$ cat src/rtl/nf_bypass_order_sched_pkg.sv
// Shared types for the NF/bypass steering and in-order merge scheduler.
package nf_sched_pkg;
  typedef enum logic [1:0] {IDLE = 2'd0, GRANT_NF = 2'd1, GRANT_BP = 2'd2} sched_state_t;
  localparam logic PATH_BP = 1'b0;
  localparam logic PATH_NF = 1'b1;
endpackage

$ cat src/rtl/nf_bypass_order_sched_fifo.sv
// 1-bit order-tag FIFO: records which path each accepted packet took.
module order_tag_fifo #(
  parameter int DEPTH = 32
) (
  input  logic                       Clk,
  input  logic                       Rst,
  input  logic                       i_push,
  input  logic                       i_push_tag,
  input  logic                       i_pop,
  output logic                       o_head,
  output logic [$clog2(DEPTH+1)-1:0] o_count,
  output logic                       o_full,
  output logic                       o_empty
);
  localparam int AW = $clog2(DEPTH);
  localparam int CW = $clog2(DEPTH + 1);

  logic [DEPTH-1:0] r_mem;
  logic [AW-1:0]    r_wr_ptr;
  logic [AW-1:0]    r_rd_ptr;
  logic [CW-1:0]    r_count;
  logic             w_push;
  logic             w_pop;

  // full/empty come from the registered count, so a same-cycle pop never
  // frees room for a push and a same-cycle push never feeds a pop
  assign o_full  = (r_count == CW'(DEPTH));
  assign o_empty = (r_count == '0);
  assign w_push  = i_push && !o_full;
  assign w_pop   = i_pop && !o_empty;
  assign o_head  = r_mem[r_rd_ptr];
  assign o_count = r_count;

  always_ff @(posedge Clk or posedge Rst) begin
    if (Rst) begin
      r_mem    <= '0;
      r_wr_ptr <= '0;
      r_rd_ptr <= '0;
      r_count  <= '0;
    end else begin
      if (w_push) begin
        r_mem[r_wr_ptr] <= i_push_tag;
        r_wr_ptr        <= r_wr_ptr + AW'(1);
      end
      if (w_pop) r_rd_ptr <= r_rd_ptr + AW'(1);
      case ({w_push, w_pop})
        2'b10:   r_count <= r_count + CW'(1);
        2'b01:   r_count <= r_count - CW'(1);
        default: r_count <= r_count;
      endcase
    end
  end
endmodule

$ cat src/rtl/nf_bypass_order_sched.sv
// Steers packets to NF or bypass and merges the two output streams back
// into arrival order; drives mux selects/readies only, carries no data.
module nf_bypass_order_sched
  import nf_sched_pkg::*;
#(
  parameter int ORDER_DEPTH    = 32,
  parameter int NF_FULL_THRESH = 480
) (
  input  logic                             Clk,
  input  logic                             Rst,
  input  logic                             in_meta_valid,
  input  logic                             in_meta_need_nf,
  output logic                             in_meta_ready,
  input  logic [31:0]                      nf_fill_level,
  output logic                             route_valid,
  output logic                             route_nf,
  input  logic                             route_ready,
  input  logic                             nf_pkt_valid,
  input  logic                             nf_pkt_eop,
  output logic                             nf_pkt_ready,
  input  logic                             bp_pkt_valid,
  input  logic                             bp_pkt_eop,
  output logic                             bp_pkt_ready,
  input  logic                             out_pkt_ready,
  output logic                             out_pkt_valid,
  output logic                             sel_nf,
  output logic [$clog2(ORDER_DEPTH+1)-1:0] order_fill,
  output logic [31:0]                      stats_route_nf,
  output logic [31:0]                      stats_route_bp
);
  logic         w_full, w_empty, w_head, w_pop, w_done;
  logic         w_nf_cong, w_accept;
  logic         r_route_valid, r_route_nf, r_sel_nf;
  logic [31:0]  r_stats_nf, r_stats_bp;
  sched_state_t r_state, w_state_nxt;

  // need-NF packets wait out congestion; they are never diverted to bypass
  assign w_nf_cong     = (nf_fill_level >= 32'(NF_FULL_THRESH));
  assign in_meta_ready = !Rst && (!r_route_valid || route_ready) && !w_full &&
                         !(in_meta_need_nf && w_nf_cong);
  assign w_accept      = in_meta_valid && in_meta_ready;

  assign route_valid    = r_route_valid;
  assign route_nf       = r_route_nf;
  assign stats_route_nf = r_stats_nf;
  assign stats_route_bp = r_stats_bp;

  always_ff @(posedge Clk or posedge Rst) begin
    if (Rst) begin
      r_route_valid <= 1'b0;
      r_route_nf    <= PATH_BP;
      r_stats_nf    <= '0;
      r_stats_bp    <= '0;
    end else begin
      if (w_accept) begin
        r_route_valid <= 1'b1;
        r_route_nf    <= in_meta_need_nf;
        if (in_meta_need_nf) r_stats_nf <= r_stats_nf + 32'd1;
        else                 r_stats_bp <= r_stats_bp + 32'd1;
      end else if (route_ready) begin
        r_route_valid <= 1'b0;
      end
    end
  end

  order_tag_fifo #(.DEPTH(ORDER_DEPTH)) u_tag_fifo (
    .Clk        (Clk),
    .Rst        (Rst),
    .i_push     (w_accept),
    .i_push_tag (in_meta_need_nf),
    .i_pop      (w_pop),
    .o_head     (w_head),
    .o_count    (order_fill),
    .o_full     (w_full),
    .o_empty    (w_empty)
  );

  always_ff @(posedge Clk or posedge Rst) begin
    if (Rst) begin
      r_state  <= IDLE;
      r_sel_nf <= PATH_BP;
    end else begin
      r_state  <= w_state_nxt;
      r_sel_nf <= sel_nf;
    end
  end

  always_comb begin
    w_state_nxt   = r_state;
    w_pop         = 1'b0;
    w_done        = 1'b0;
    nf_pkt_ready  = 1'b0;
    bp_pkt_ready  = 1'b0;
    out_pkt_valid = 1'b0;
    sel_nf        = r_sel_nf;
    case (r_state)
      IDLE: ;
      GRANT_NF: begin
        sel_nf        = PATH_NF;
        nf_pkt_ready  = out_pkt_ready;
        out_pkt_valid = nf_pkt_valid;
        w_done        = nf_pkt_valid && out_pkt_ready && nf_pkt_eop;
      end
      GRANT_BP: begin
        sel_nf        = PATH_BP;
        bp_pkt_ready  = out_pkt_ready;
        out_pkt_valid = bp_pkt_valid;
        w_done        = bp_pkt_valid && out_pkt_ready && bp_pkt_eop;
      end
      default: w_state_nxt = IDLE;
    endcase
    // eop hands straight over to the next queued packet, no idle bubble
    if (r_state == IDLE || w_done) begin
      if (!w_empty) begin
        w_pop       = 1'b1;
        w_state_nxt = (w_head == PATH_NF) ? GRANT_NF : GRANT_BP;
      end else begin
        w_state_nxt = IDLE;
      end
    end
  end
endmodule

$ cat config.mk
export PLATFORM = sky130hd
export DESIGN_NAME = nf_bypass_order_sched
export DESIGN_NICKNAME = d
export VERILOG_FILES = /design/src/rtl/nf_bypass_order_sched_pkg.sv /design/src/rtl/nf_bypass_order_sched_fifo.sv /design/src/rtl/nf_bypass_order_sched.sv
export SDC_FILE = /design/constraint.sdc
export NUM_CORES = 1
export LEC_CHECK = 0
export ABC_CLOCK_PERIOD_IN_PS = 10300
export CORE_UTILIZATION = 55
export DETAILED_ROUTE_END_ITERATION = 10
export PLACE_DENSITY = 0.95
export SYNTH_ARGS = -nofsm -noshare
export SYNTH_HDL_FRONTEND = slang
export SYNTH_SLANG_ARGS = --single-unit
$ cat constraint.sdc
create_clock -name Clk -period 10.3 [get_ports Clk]
set_input_delay 2.06 -clock Clk [delete_from_list [all_inputs] [get_ports Clk]]
set_output_delay 2.06 -clock Clk [all_outputs]
set_load 0.01 [all_outputs]
==> impl_metrics.csv <==
group,metric,value,unit
grt,grt_pass1_wl,26300,microns
grt,grtUsageMet1,0.356,
placed_design,dp_hpwl,10200,microns
synthesis,synth-warning-count,0,
timing,fmax,145,MHz
grt,busiest_layer,"met2",
timing,setup_viol,0,
synthesis,synthesis.nets,600,
cells_and_area,drive_above_1_share,0.0765,
grt,grt_max_degree,73,
placed_design,dp_cells,771,
setup_path,worstPathMaxFanout,4,
run_status,run_status,"finished, final reports clean",
timing,fin_crit,6.88,ns
synthesis,synth_area,5950,sq um
cells_and_area,final_area,7730,sq um
synthesis,ys.flop_type,"dfrtp_1",
synthesis,yosysUniqueCellTypes,46,
setup_path,ff2ff_setup_slack,5.86,ns
synthesis,synth_area_per_cell,10.9,sq um
setup_path,cp.buffers_inverters,2,
setup_path,startpoint_type,"primary input",
setup_path,cp_slowest_stage_delay,0.66,ns
routing,num_vias,4910,
power,pwr-share-seq,0.379,
timing,finalHoldViolCount,0,
placed_design,placed_area,7140,sq um
setup_path,reg2reg_from,"u_tag_fifo.o_count[3]",
routing,firstDrtPassIters,7,
floorplanning,die_height,106,microns
cells_and_area,layout.nets,710,
grt,met3_usage,0.0846,
timing,drv_slew,0,
routing,wl,16400,microns
power,ir_drop,0.000206,V
power,clockPowerShare,0.351,
synthesis,yosys_register_bits,117,
timing,fin_ws,3.42,ns
cells_and_area,area_delta_synth_final,30.1,%
setup_path,cp-end-kind,"primary output",
cts,clkLatencyLatePin,0.53,ns
timing,worst_pin_slew,1.02,ns
synthesis,synth_edf_count,0,
worst_hold_path,min_from,"stats_route_nf[31]",
cells_and_area,final_common_cell,"dfrtp_1",
worst_hold_path,hold_path_depth,1,
timing,grt_setup_unrepaired,"no",
routing,wl_per_cell,20.4,microns
placed_design,pre_cts_slack,3.67,ns
floorplanning,ios,119,
timing,max_slew_margin,0.322,
floorplanning,die_area,11200,sq um
floorplanning,core-area,10400,sq um
timing,period_share,0.668,
power,switchingPower,558,uW
routing,drtIter0Drc,492,
placed_design,gp_congestion,0.842,
setup_path,worst_r2r_path_depth,10,
job,cap_viol_max_count,0,
cells_and_area,antenna_cells,0,
routing,antenna_left,0,
floorplanning,core.rowCount,37,
cts,tritoncts,"built",
floorplanning,initial_core_util,0.571,
cells_and_area,final_cell_mix,"117 x dfrtp_1, 113 x clkdlybuf4s50_1, 58 x nand3_1, 49 x xnor2_1",
setup_path,cp.depth,6,
cts,ctsLongestPathBuffers,2,
cells_and_area,final_cells,803,
grt,met2_usage,0.503,
floorplanning,die_w,106,microns
cts,clockRootBuffer,"clkbuf_8",
setup_path,reg2reg_to,"u_tag_fifo.o_count[5]",
synthesis,synth-seq-area-share,0.492,
placed_design,port-buffer-count,113,
grt,grt_use_total,0.306,
grt,globalRoute.totalOverflow,0,
cts,cts_sinks,117,
power,power,1.70,mW
setup_path,criticalPathCategory,"primary input to primary output",
power,power_frac_comb,0.270,
cts,post_cts_resized,0,
timing,tns,0,ns
routing,drc_errors,0,
grt,grt_pass1_vias,5161,
cts,clk_pin_slew,0.05,ns
power,p_per_area,219,nW/um^2
setup_path,cp_common_cell,"clkdlybuf4s50_1",
cells_and_area,fin_util,0.743,
setup_path,crit_family,"buffers and inverters",
setup_path,arrival,4.82,ns
cts,h-tree-depth,4,
grt,antenna_found_initial,0,
synthesis,postSynthCellCount,544,
timing,skew,0.00789,ns
setup_path,path_cells,"clkdlybuf4s50_1, nor4_1, nand4_1, or2_2, a2111oi_0, clkdlybuf4s50_1",
timing,hold_slack,0.484,ns
worst_hold_path,hold_class,"register to register",
synthesis,synth_async_sr_flop_share,1.00,
power,p_leak,3.42,nW
cts,postCtsSetupBuffers,0,
setup_path,crit_required,8.24,ns
setup_path,critPathSlowestCell,"clkdlybuf4s50_1",
cts,cts_buffers,17,
routing,viasPerCell,6.11,
worst_hold_path,min_to,"stats_route_nf[31]",
cts,hold_buffers,0,
power,internal_power,1.14,mW
power,switching_share,0.329,
[cells by family after synthesis]
logic type | after synthesis | synth area share
multiplexers | 51 | 0.102
AO/OA/AOI/OAI | 25 | 0.0297
XOR/XNOR | 78 | 0.115
buffers and inverters | 40 | 0.0320
AND/OR/NAND/NOR | 219 | 0.199
flip-flops | 117 | 0.492
adder cells (fa/ha/maj) | 14 | 0.0295
[worst max-delay path by stage]
| stage | from | end | slack, ns |
|---|---|---|---|
| 5_1_grt | nf_fill_level[26] | in_meta_ready | 3.27 |
| 3_3_place_gp | nf_fill_level[31] | in_meta_ready | 3.77 |
| 2_1_floorplan | Rst | stats_route_nf[17] | 4.07 |
| 4_1_cts | nf_fill_level[26] | in_meta_ready | 3.45 |
| 3_5_place_dp | nf_fill_level[26] | in_meta_ready | 3.67 |
| 6_report | nf_fill_level[26] | in_meta_ready | 3.42 |
[layer usage]
| metal | share of wire | wire length (microns) |
|---|---|---|
| met1 | 0.39 | 6310 |
| met2 | 0.50 | 8250 |
| met3 | 0.060 | 974 |
| met4 | 0.051 | 838 |
| met5 | 0 | 0 |
[synthesized netlist by cell type (all sizes together), types with 3 or more instances]
cell,count,area (sq um)
buf,12,85.1
clkbuf,12,45.0
mux2i,9,90.1
xor2,29,254
and2,5,31.3
nand3,58,290
a21o,3,22.5
mux4,4,90.1
nor3b,4,30.0
xnor2,49,429
o21ai,3,15.0
dfrtp,117,2930
a22o,3,26.3
inv,16,60.1
ha,14,175
and3b,3,26.3
and4,6,52.6
a31oi,4,25.0
nor3,14,75.1
mux2,38,428
and3,9,56.3
nor2b,10,62.6
nor4,9,62.6
a21oi,6,41.3
nand2b,5,31.3
nand2,32,120
nand4,25,156
nor2,31,116
[area by class of cell]
cell class | count | area (sq um)
multi-input cells | 387 | 2830
inverters | 16 | 62.6
repair buffers | 115 | 1150
clock inverters | 12 | 154
flip-flops and latches | 117 | 2930
fillers | 620 | 2680
well taps | 136 | 170
clock buffers | 20 | 445
[state kept, by name (all words and copies together), names as in the netlist]
signal / count
r_sel_nf: 1
u_tag_fifo.o_count: 6
r_state: 2
u_tag_fifo.r_rd_ptr: 5
stats_route_bp: 32
u_tag_fifo.r_mem: 32
route_valid: 1
u_tag_fifo.r_wr_ptr: 5
stats_route_nf: 32
route_nf: 1
[power groups by stage]
| stage | clock network (mW) | logic (mW) | registers, mW |
|---|---|---|---|
| finish | 0.596 | 0.458 | 0.644 |
| global route | 0.621 | 0.497 | 0.653 |
| CTS | 0.599 | 0.455 | 0.639 |
| detailed placement | 0 | 0.441 | 0.642 |
| global placement | 0 | 0.415 | 0.632 |
| floorplan | 0 | 0.335 | 0.595 |
Power figures use the tool's default switching activity.
